File: src/rtl/logic_system_pkg.sv
// Shared constants and the AND-OR reference function for the logic_system cell.
package logic_system_pkg;

  localparam int unsigned SYNC_MAX = 3;

  localparam logic OUT_RST   = 1'b0;
  localparam logic OUT_N_RST = 1'b1;

  // Operand bundle in truth-table order {d,c,b,a}
  typedef struct packed {
    logic d;
    logic c;
    logic b;
    logic a;
  } lsys_in_t;

  function automatic logic lsys_f(input logic a, input logic b,
                                  input logic c, input logic d);
    return (a & b) | (c & d);
  endfunction

endpackage

File: src/rtl/logic_system_sync_bit.sv
// Single-bit input synchronizer: STAGES-deep async-reset flop chain, or a wire when STAGES is 0.
module sync_bit #(
  parameter int unsigned STAGES = 2
) (
  input  logic clk,
  input  logic rst_n,
  input  logic d,
  output logic q
);

  if (STAGES == 0) begin : g_wire
    logic unused_clk_rst;
    assign unused_clk_rst = &{1'b0, clk, rst_n};
    assign q = d;
  end else begin : g_chain
    logic [STAGES-1:0] sh;

    // Shift in at bit 0, oldest sample leaves from the top bit
    always_ff @(posedge clk or negedge rst_n) begin
      if (!rst_n) begin
        sh <= '0;
      end else begin
        sh <= (sh << 1) | STAGES'(d);
      end
    end

    assign q = sh[STAGES-1];
  end

endmodule

File: src/rtl/logic_system.sv
// Registered two-term AND-OR cell with complementary outputs and per-input synchronizers.
module logic_system
  import logic_system_pkg::*;
#(
  parameter int unsigned SYNC_STAGES = 2,
  parameter int unsigned REG_OUT     = 1
) (
  input  logic clk,
  input  logic rst_n,
  input  logic a,
  input  logic b,
  input  logic c,
  input  logic d,
  output logic out,
  output logic out_n
);

  if (SYNC_STAGES > SYNC_MAX || REG_OUT > 1) begin : g_bad_params
    $error("logic_system: SYNC_STAGES must be 0..3 and REG_OUT 0..1");
  end

  logic as, bs, cs, ds;
  logic f_c;

  sync_bit #(.STAGES(SYNC_STAGES)) u_sync_a (.clk(clk), .rst_n(rst_n), .d(a), .q(as));
  sync_bit #(.STAGES(SYNC_STAGES)) u_sync_b (.clk(clk), .rst_n(rst_n), .d(b), .q(bs));
  sync_bit #(.STAGES(SYNC_STAGES)) u_sync_c (.clk(clk), .rst_n(rst_n), .d(c), .q(cs));
  sync_bit #(.STAGES(SYNC_STAGES)) u_sync_d (.clk(clk), .rst_n(rst_n), .d(d), .q(ds));

  assign f_c = lsys_f(as, bs, cs, ds);

  // One source drives both outputs so they can never agree
  if (REG_OUT != 0) begin : g_reg
    logic out_q;

    always_ff @(posedge clk or negedge rst_n) begin
      if (!rst_n) begin
        out_q <= OUT_RST;
      end else begin
        out_q <= f_c;
      end
    end

    assign out   = out_q;
    assign out_n = ~out_q;
  end else begin : g_comb
    assign out   = f_c;
    assign out_n = ~f_c;
  end

endmodule

File: config.mk
export PLATFORM = sky130hd
export DESIGN_NAME = logic_system
export DESIGN_NICKNAME = d
export VERILOG_FILES = /design/src/rtl/logic_system_pkg.sv /design/src/rtl/logic_system_sync_bit.sv /design/src/rtl/logic_system.sv
export SDC_FILE = /design/constraint.sdc
export NUM_CORES = 1
export LEC_CHECK = 0
export CAP_MARGIN = 0
export CORE_AREA = 2 2 39 41
export DETAILED_ROUTE_END_ITERATION = 6
export DIE_AREA = 0 0 41 43
export PLACE_DENSITY_LB_ADDON = 0.3
export SYNTH_ARGS = -nofsm -noshare
export SYNTH_HDL_FRONTEND = slang
export SYNTH_HIERARCHICAL = 1
export SYNTH_SLANG_ARGS = --single-unit
File: constraint.sdc
create_clock -name clk -period 0.8 [get_ports clk]
set_input_delay 0.12 -clock clk [delete_from_list [all_inputs] [get_ports clk]]
set_output_delay 0.12 -clock clk [all_outputs]
set_load 0.005 [all_outputs]
==> results list, run 1 <==
* XOR/XNOR Fraction of Synth Area: 0
- Pins Over Slew Limit: 0
- Counting every net in the synthesized netlist gives 17.
- Path class of the lowest-slack min-delay path: input port to asynchronous set/reset pin
* Sequential element share of the synthesized area: 0.947
- Of the cells placed in the final design, the portion with a size suffix greater than 1 is 0.227.
- Counting the fill cells in the layout gives 146.
- Setup repair after global routing could not meet its margin everywhere.
- Clock-pin slew was measured on the worst setup and hold paths at around 0.050 ns.
* Count of antenna diodes in the layout: 0
* Yosys warning count: 6
* Hold-fix buffer count after cts: 0
- Netlist area before placement: around 240 sq um
- The clock passes through at most 2 buffers.
- Latest clock arrival within the worst-skew pair: around 0.25 ns
- Of the total synthesized cell area, the portion taken by full adders, half adders and majority gates is 0.
- In this run the tool buffered the top-level ports with 7 buffer cells.
* Worst setup EP type: output pin
- The routed design could run at a clock period as short as about 0.88 ns.
- The via count of the first global-routing pass came to about 140.
- Drc violations: 0
- Clock tree from TritonCTS: done
* Floorplan Core Area: between 1000 and 1500 sq um
- Synth area leader: sky130_fd_sc_hd__dfrtp_1
* Final worst-path setup slack: -0.0793 ns
- Maximum clock skew at final layout: ~0.0013 ns
* Cell area after placement: 328 sq um
* Data arrival time of the critical path: 0.76 ns
- Total iterations of the first detailed-routing run: 2
- Non-Filler Cell Area, Final: 344 sq um
- Library cells used by synthesis: 3
- The final layout contains 29 nets.
* Die height: 43 microns
- For this block, the routed nets add up to 263 microns of wire.
- Clock tree synthesis inserted a total of 3 buffers.
- IO Count: 8
- Total setup violations reported at the end of the flow: 2
- Portion of synthesized cell area occupied by the leading cell type: 0.947
- Top post-synthesis cells by area: sky130_fd_sc_hd__dfrtp_1 (95%), sky130_fd_sc_hd__a22o_1 (3.7%), sky130_fd_sc_hd__inv_1 (1.6%)
- Total routing usage reported by global routing: 0.0540
- Max-cap violations: 0
- Multiplexer fraction of the synthesized cell area: 0
- Average size of a mapped cell: approximately 22 sq um
- The first global-routing pass estimated slightly above 500 microns of wire.
- 1st-iter DRT viols: 3
- For the worst setup path, the data required time is 0.68 ns.
- Measured against its own limit, the worst slew margin works out to 0.758.
- Routability cong.: around 0.56
- Largest fanout on the critical path: 2
* Num Clock Sinks: 9
- Once layout is complete, the cells apart from fillers number 38.
- Highest ir drop seen on vdd: 0.00131 V
- At the pin with the least slew margin, the transition time is between 0.3 and 0.4 ns.
- P_leak: 0.156 nW
- Class of the most critical setup path: flop to output pin
- Final hold viol count: 0
- Dividing the detail-routed wire length by the instance count gives ~6.9 microns.
* Total grt overflow: 0
- Commonest cells after routing, fill and taps aside: sky130_fd_sc_hd__dfrtp_1 (9), sky130_fd_sc_hd__clkdlybuf4s50_1 (5), sky130_fd_sc_hd__clkbuf_4 (3), sky130_fd_sc_hd__buf_2 (2)
- In this run the clock root is driven by a sky130_fd_sc_hd__clkbuf_4.
* Row Count: 14
- Flop and latch count out of synthesis: 9
- Pwr Total: around 850 uW
- Most common cell after layout, fill and taps aside: sky130_fd_sc_hd__dfrtp_1
* Power density cells: roughly 2500 nW/um^2
- Post-Synth Simple-Gate Area: 0
- Compared with the post-synthesis result, the final layout area differs by 44.7%.
- STA classifies the critical path startpoint as a flop.
- Entering global routing, the biggest net connects 10 pins.
* Outcome: complete, but fails checks
* Synth Instances: 11
- For this configuration, the core starts out at a cell density of 0.172.
* Violations in the final reports: setup timing
* H-tree levels: 1
- Antenna violations before repair: 0
- The die covers 1760 sq um.
- In the routed layout, each cell is associated on average with a via count of 3.00.
- The fraction of the mapped netlist area in compound gates was 0.0368.
* Antenna-violating nets left: 0
- For this run, the top clock speed supported by timing is 1140 MHz.
- Number of placed instances, taps included: 34
- Measured along the x axis, the die boundary spans slightly above 40 microns.
- Vias after detailed routing: between 100 and 150
- Tcrit/Tclk final: 1.10
- Combinational family with the most area after synthesis: compound AO/OA/AOI/OAI gates
==> stage by stage <==
step / setup WS, ns / hold WS [ns] / util / setup TNS [ns]
6_report: -0.0793 / 0.149 / 0.249 / -0.140
5_1_grt: -0.127 / 0.174 / 0.249 / -0.226
4_1_cts: -0.0967 / 0.156 / 0.249 / -0.173
3_5_place_dp: -0.214 / 0.335 / 0.237 / -0.355
3_3_place_gp: -0.206 / 0.334 / 0.237 / -0.343
2_1_floorplan: 0.134 / -0.176 / - / 0
==> layer usage <==
| metal | part of all wire | track usage | vias up |
|---|---|---|---|
| li1 | - | - | 56 |
| met1 | 0.40 | 0.0439 | 50 |
| met2 | 0.42 | 0.0594 | 8 |
| met3 | 0.18 | 0.0785 | 0 |
| met4 | 0 | 0.0400 | 0 |
| met5 | 0 | 0 | - |
==> cells by family (layout without fill, tap and decap cells) <==
| family | count (synthesis) | count (layout) |
|---|---|---|
| flops | 9 | 9 |
| compound gates | 1 | 1 |
| buf+inv | 1 | 12 |
==> final cells by class <==
class	instances	area [sq um]	share of cell area
Tap cell	16	20.0	0.0582
Timing Repair Buffer	7	60.1	0.175
Sequential cell	9	225	0.655
Clock buffer	4	26.3	0.0764
Inverter	1	3.75	0.0109
Multi-Input combinational cell	1	8.76	0.0255
==> critical path, stage by stage, from the launching register on <==
cell and delay [ns]:
sky130_fd_sc_hd__dfrtp_1 0.37, sky130_fd_sc_hd__inv_1 0.05, sky130_fd_sc_hd__buf_2 0.10
==> power by group <==
part / total [mW] / leakage, nW / switching [mW] / internal, mW
Clock: 0.322 / 0.0150 / 0.131 / 0.190
Sequential: 0.486 / 0.105 / 0.00656 / 0.480
Combinational: 0.0440 / 0.0362 / 0.0146 / 0.0294
Total: 0.852 / 0.156 / 0.152 / 0.700
==> cell usage after synthesis <==
master and count:
sky130_fd_sc_hd__inv_1 1, sky130_fd_sc_hd__dfrtp_1 9, sky130_fd_sc_hd__a22o_1 1
==> flip-flops by register name (all words and copies together) (netlist names) <==
signal               cells
u_sync_a/g_chain.sh      2
out                      1
u_sync_d/g_chain.sh      2
u_sync_c/g_chain.sh      2
u_sync_b/g_chain.sh      2
==> worst paths after layout <==
path	from	end	slack (ns)	cells after the start
setup / recovery	out	out_n	-0.08	2
hold / removal	rst_n	u_sync_b/g_chain.sh[1]	0.15	1
setup reg to reg	u_sync_a/g_chain.sh[1]	out	0.12	1
hold reg to reg	u_sync_c/g_chain.sh[0]	u_sync_c/g_chain.sh[1]	0.34	0
max in group asynchronous	rst_n	u_sync_b/g_chain.sh[0]	0.39	1
min in group clk	c	u_sync_c/g_chain.sh[0]	0.31	1
==> repair_timing <==
| action | CTS | global route |
|---|---|---|
| buffers inserted | 0 | 0 |
| pin swaps | 0 | 0 |
| setup endpoints to repair | 2 | 2 |
| resized for setup | 7 | 0 |
(Power assumes the default switching activity.)
==> run 2, diff against run 1 <==
--- a/config.mk
+++ b/config.mk
@@ -10,6 +10,7 @@
 export DETAILED_ROUTE_END_ITERATION = 6
 export DIE_AREA = 0 0 41 43
 export PLACE_DENSITY_LB_ADDON = 0.3
+export SLEW_MARGIN = 5
 export SYNTH_ARGS = -nofsm -noshare
 export SYNTH_HDL_FRONTEND = slang
 export SYNTH_HIERARCHICAL = 1
==> results of run 2 <==
The final DEF is identical to that of run 1; final timing and power are the same.
==> run 3, diff against run 2 <==
--- a/config.mk
+++ b/config.mk
@@ -5,11 +5,13 @@
 export SDC_FILE = /design/constraint.sdc
 export NUM_CORES = 1
 export LEC_CHECK = 0
+export ABC_AREA = 1
 export CAP_MARGIN = 0
 export CORE_AREA = 2 2 39 41
 export DETAILED_ROUTE_END_ITERATION = 6
 export DIE_AREA = 0 0 41 43
-export PLACE_DENSITY_LB_ADDON = 0.3
+export PLACE_DENSITY = 0.45
+export SKIP_CTS_REPAIR_TIMING = 1
 export SLEW_MARGIN = 5
 export SYNTH_ARGS = -nofsm -noshare
 export SYNTH_HDL_FRONTEND = slang
==> run 3 against run 2 <==
Against the previous run:
- the run still ends with setup timing left
- non-clock buffer count unchanged
- register-to-register slack improved by 0.11 ns
- sequential share of layout area decreased by 1.9 points
- highest routed layer is now met4
==> results list, run 3 <==
- Outcome: complete, but fails checks (unchanged)
* Violations in the final reports: setup timing (unchanged)
- Slew headroom: 0.747 (was 0.758)
- Post-synth top flop: sky130_fd_sc_hd__dfrtp_1 (unchanged)
* IO Count: 8 (unchanged)
- Drt via density: 3.43 (was 3.00)
* Transition time at the pin with the least slew margin: 0.379 ns (was 0.362 ns)
- Routability cong.: 0.559 (was 0.556)
- Row Count: 14 (unchanged)
- Critical Path Slowest Stage Cell: sky130_fd_sc_hd__dfrtp_1 (unchanged)
* Floorplan die area: 1760 sq um (unchanged)
* Starting Density: 0.174 (was 0.172)
- Cell area after placement: 330 sq um (was 328 sq um)
- The final-layout fill cell count came to 147 (was 146).
- Synth area leader: sky130_fd_sc_hd__dfrtp_1 (unchanged)
* Portion of synthesized cell area occupied by the leading cell type: 0.938 (was 0.947)
- Pwr Total: 874 uW (was 852 uW)
- The number of levels the H-tree was split into came to 1 (unchanged).
- The setup-violating endpoint count in the final report is 2 (unchanged).
* Root Buffer: sky130_fd_sc_hd__clkbuf_4 (unchanged)
- Drc violations: 0 (unchanged)
- The smallest setup slack after layout came to -0.0935 ns (was -0.0793 ns).
* Antenna violations before repair: 0 (unchanged)
- Count of antenna diodes in the layout: 0 (unchanged)
- The initial DRC count is 0 (was 3).
- Num Clock Sinks: 9 (unchanged)
- Count of non-filler cells in the finished layout: 40 (was 38)
- The final hold violation count came to 0 (unchanged).
- Fin nets: 31 (was 29)
* Unrepaired setup endpoints after global routing: yes (unchanged)
- The startpoint class of the critical path is a flop (unchanged).
* Most common cell in the synthesized netlist: sky130_fd_sc_hd__dfrtp_1 (unchanged)
- Largest fanout on the critical path: 2 (unchanged)
- The max-capacitance violation count is 0 (unchanged).
- Die height: 43 microns (unchanged)
* Worst path max stage delay: 0.37 ns (about the same)
- Vias after detailed routing: 137 (was 114)
- Global-route wire length before repair: 517 microns (unchanged)
- Antenna-violating nets left: 0 (unchanged)
- Inserted Clock Buffers: 3 (unchanged)
* Cells along the critical path: dlymetal6s2s_1 (was inv_1 > buf_2)
- Synth Instances: 13 (was 11)
- The final critical-path required period was 0.893 ns (was 0.879 ns).
- Net Count, Synth: 19 (was 17)
- Area Overhead vs Synth: 47.4% (was 44.7%)
* P_leak: 0.171 nW (was 0.156 nW)
- The count of state elements after synthesis came to 9 (unchanged).
- Async set-reset flop share out of synthesis: 1.00 (unchanged)
- Count of buffers inserted at the top-level ports: 7 (unchanged)
- Total Wirelength: 300 microns (was 263 microns)
- The synthesized area per cell is 18.5 sq um (was 21.6 sq um).
- The number of detailed-routing iterations run before antenna repair came to 1 (was 2).
- Top post-synthesis cells by area: sky130_fd_sc_hd__dfrtp_1 (94%), sky130_fd_sc_hd__nand2_1 (4.7%), sky130_fd_sc_hd__inv_1 (1.6%) (was sky130_fd_sc_hd__dfrtp_1 (95%), sky130_fd_sc_hd__a22o_1 (3.7%), sky130_fd_sc_hd__inv_1 (1.6%))
* Class of the most critical setup path: flop to output pin (unchanged)
- The fraction of the cycle the final worst path needs was 1.12 (was 1.10).
- Power density cells: 2470 nW/um^2 (was 2480 nW/um^2)
- The clock latency of the later-clocked register in the worst-skew pair was 0.26 ns (was 0.25 ns).
- Via count of the first global-routing pass: 134 (was 139)
- Most common cell after layout, fill and taps aside: sky130_fd_sc_hd__dfrtp_1 (unchanged)
- Total routing usage reported by global routing: 0.0602 (was 0.0540)
* Data arrival time of the critical path: 0.77 ns (was 0.76 ns)
* Synth top cells by count: sky130_fd_sc_hd__dfrtp_1 (9), sky130_fd_sc_hd__nand2_1 (3), sky130_fd_sc_hd__inv_1 (1) (was sky130_fd_sc_hd__dfrtp_1 (9), sky130_fd_sc_hd__a22o_1 (1), sky130_fd_sc_hd__inv_1 (1))
* Path class of the lowest-slack min-delay path: input port to asynchronous set/reset pin (unchanged)
- The post-route cell area came to 354 sq um (was 344 sq um).
- Worst setup EP type: output pin (unchanged)
- The number of distinct library cell variants in the gate-level netlist after synthesis is 3 (unchanged).
- Cell class contributing the biggest share of worst-path delay: flip-flops (unchanged)
* Commonest cells after routing, fill and taps aside: sky130_fd_sc_hd__dfrtp_1 (9), sky130_fd_sc_hd__clkdlybuf4s50_1 (5), sky130_fd_sc_hd__nand2_1 (3), sky130_fd_sc_hd__clkbuf_4 (3) (was sky130_fd_sc_hd__dfrtp_1 (9), sky130_fd_sc_hd__clkdlybuf4s50_1 (5), sky130_fd_sc_hd__clkbuf_4 (3), sky130_fd_sc_hd__buf_2 (2))
- The largest net degree at the start of global routing is 10 (unchanged).
- Sequential element share of the synthesized area: 0.938 (was 0.947)
* Number of placed instances, taps included: 36 (was 34)
- Highest ir drop seen on vdd: 0.000901 V (was 0.00131 V)
* Pins Over Slew Limit: 0 (unchanged)
* Total grt overflow: 0 (unchanged)
- The area of the core region was 1380 sq um (unchanged).
* Clock tree from TritonCTS: done (unchanged)
* Clk slew on worst S/H paths: 0.06 ns (was 0.05 ns)
- Clock Path Buffers: 2 (unchanged)
- The number of buffer and inverter instances along the worst setup path was 1 (was 2).
- Average wire length per cell after detail routing: 7.50 microns (was 6.92 microns)
- The total of warnings raised by yosys came to 6 (unchanged).
- The share of cells above drive strength 1 was 0.167 (was 0.227).
- The number of synthesized flops with an enable pin came to 0 (unchanged).
* Data required, critical path: 0.68 ns (about the same)
* Timing-limited maximum frequency: 1120 MHz (was 1140 MHz)
- The worst clock skew on the final layout was 0.00360 ns (was 0.00128 ns).
- Setup slack of the worst register-to-register path: 0.23 ns (was 0.12 ns)
* Netlist area before placement: 240 sq um (was 238 sq um)
- The worst hold-check slack was 0.142 ns (was 0.149 ns).
- The horizontal die dimension was 41 microns (unchanged).
- The worst setup timing slack at the placement stage is -0.205 ns (was -0.214 ns).
run 3: cell types whose count changed after synthesis:
cell	change
sky130_fd_sc_hd__a22o_1	-1
sky130_fd_sc_hd__nand2_1	+3
run 3: metrics by stage:
| step | util | TNS (ns) |
|---|---|---|
| final | 0.256 | -0.183 |
| after global routing | 0.256 | -0.292 |
| after CTS | 0.258 | -0.928 |
| after detailed placement | 0.239 | -0.339 |
| after global placement | 0.239 | -0.336 |
| after floorplan | - | 0 |
run 3: final timing paths:
check	startpoint	to	cells past startpoint
hold reg to reg	u_sync_c/g_chain.sh[0]	u_sync_c/g_chain.sh[1]	0
min in group clk	c	u_sync_c/g_chain.sh[0]	1
max in group asynchronous	rst_n	u_sync_c/g_chain.sh[0]	1
setup reg to reg	u_sync_a/g_chain.sh[1]	out	2
hold / removal	rst_n	u_sync_b/g_chain.sh[1]	1
setup / recovery	out	out	1
run 3: cell type report:
type	instances	area, sq um	area share
inverters	1	3.75	0.0106
clock buffers	4	26.3	0.0742
flip-flops and latches	9	225	0.636
repair buffers	7	67.6	0.191
well taps	16	20.0	0.0565
multi-input cells	3	11.3	0.0318
run 3: report_power, final:
part	leakage (nW)	switching (mW)	internal, mW
Clock	0.0150	0.149	0.192
Sequential	0.105	0.00624	0.480
Combinational	0.0510	0.0163	0.0310
Total	0.171	0.172	0.702
run 3: per-layer routing:
layer  global-route usage  part of all wire  vias up  wire length (microns)
met4               0.0600             0.053        0                     16
met5                    0                 0        -                      0
met3               0.0942              0.24        3                     73
li1                     -                 -       59                      -
met2               0.0656              0.44       11                    133
met1               0.0373              0.25       64                     76
run 3: cell families (layout without fill, tap and decap cells):
logic type / after synthesis / count (layout) / synth area share
buf+inv: 1 / 12 / 0.0156
flops: 9 / 9 / 0.938
simple gates: 3 / 3 / 0.0469
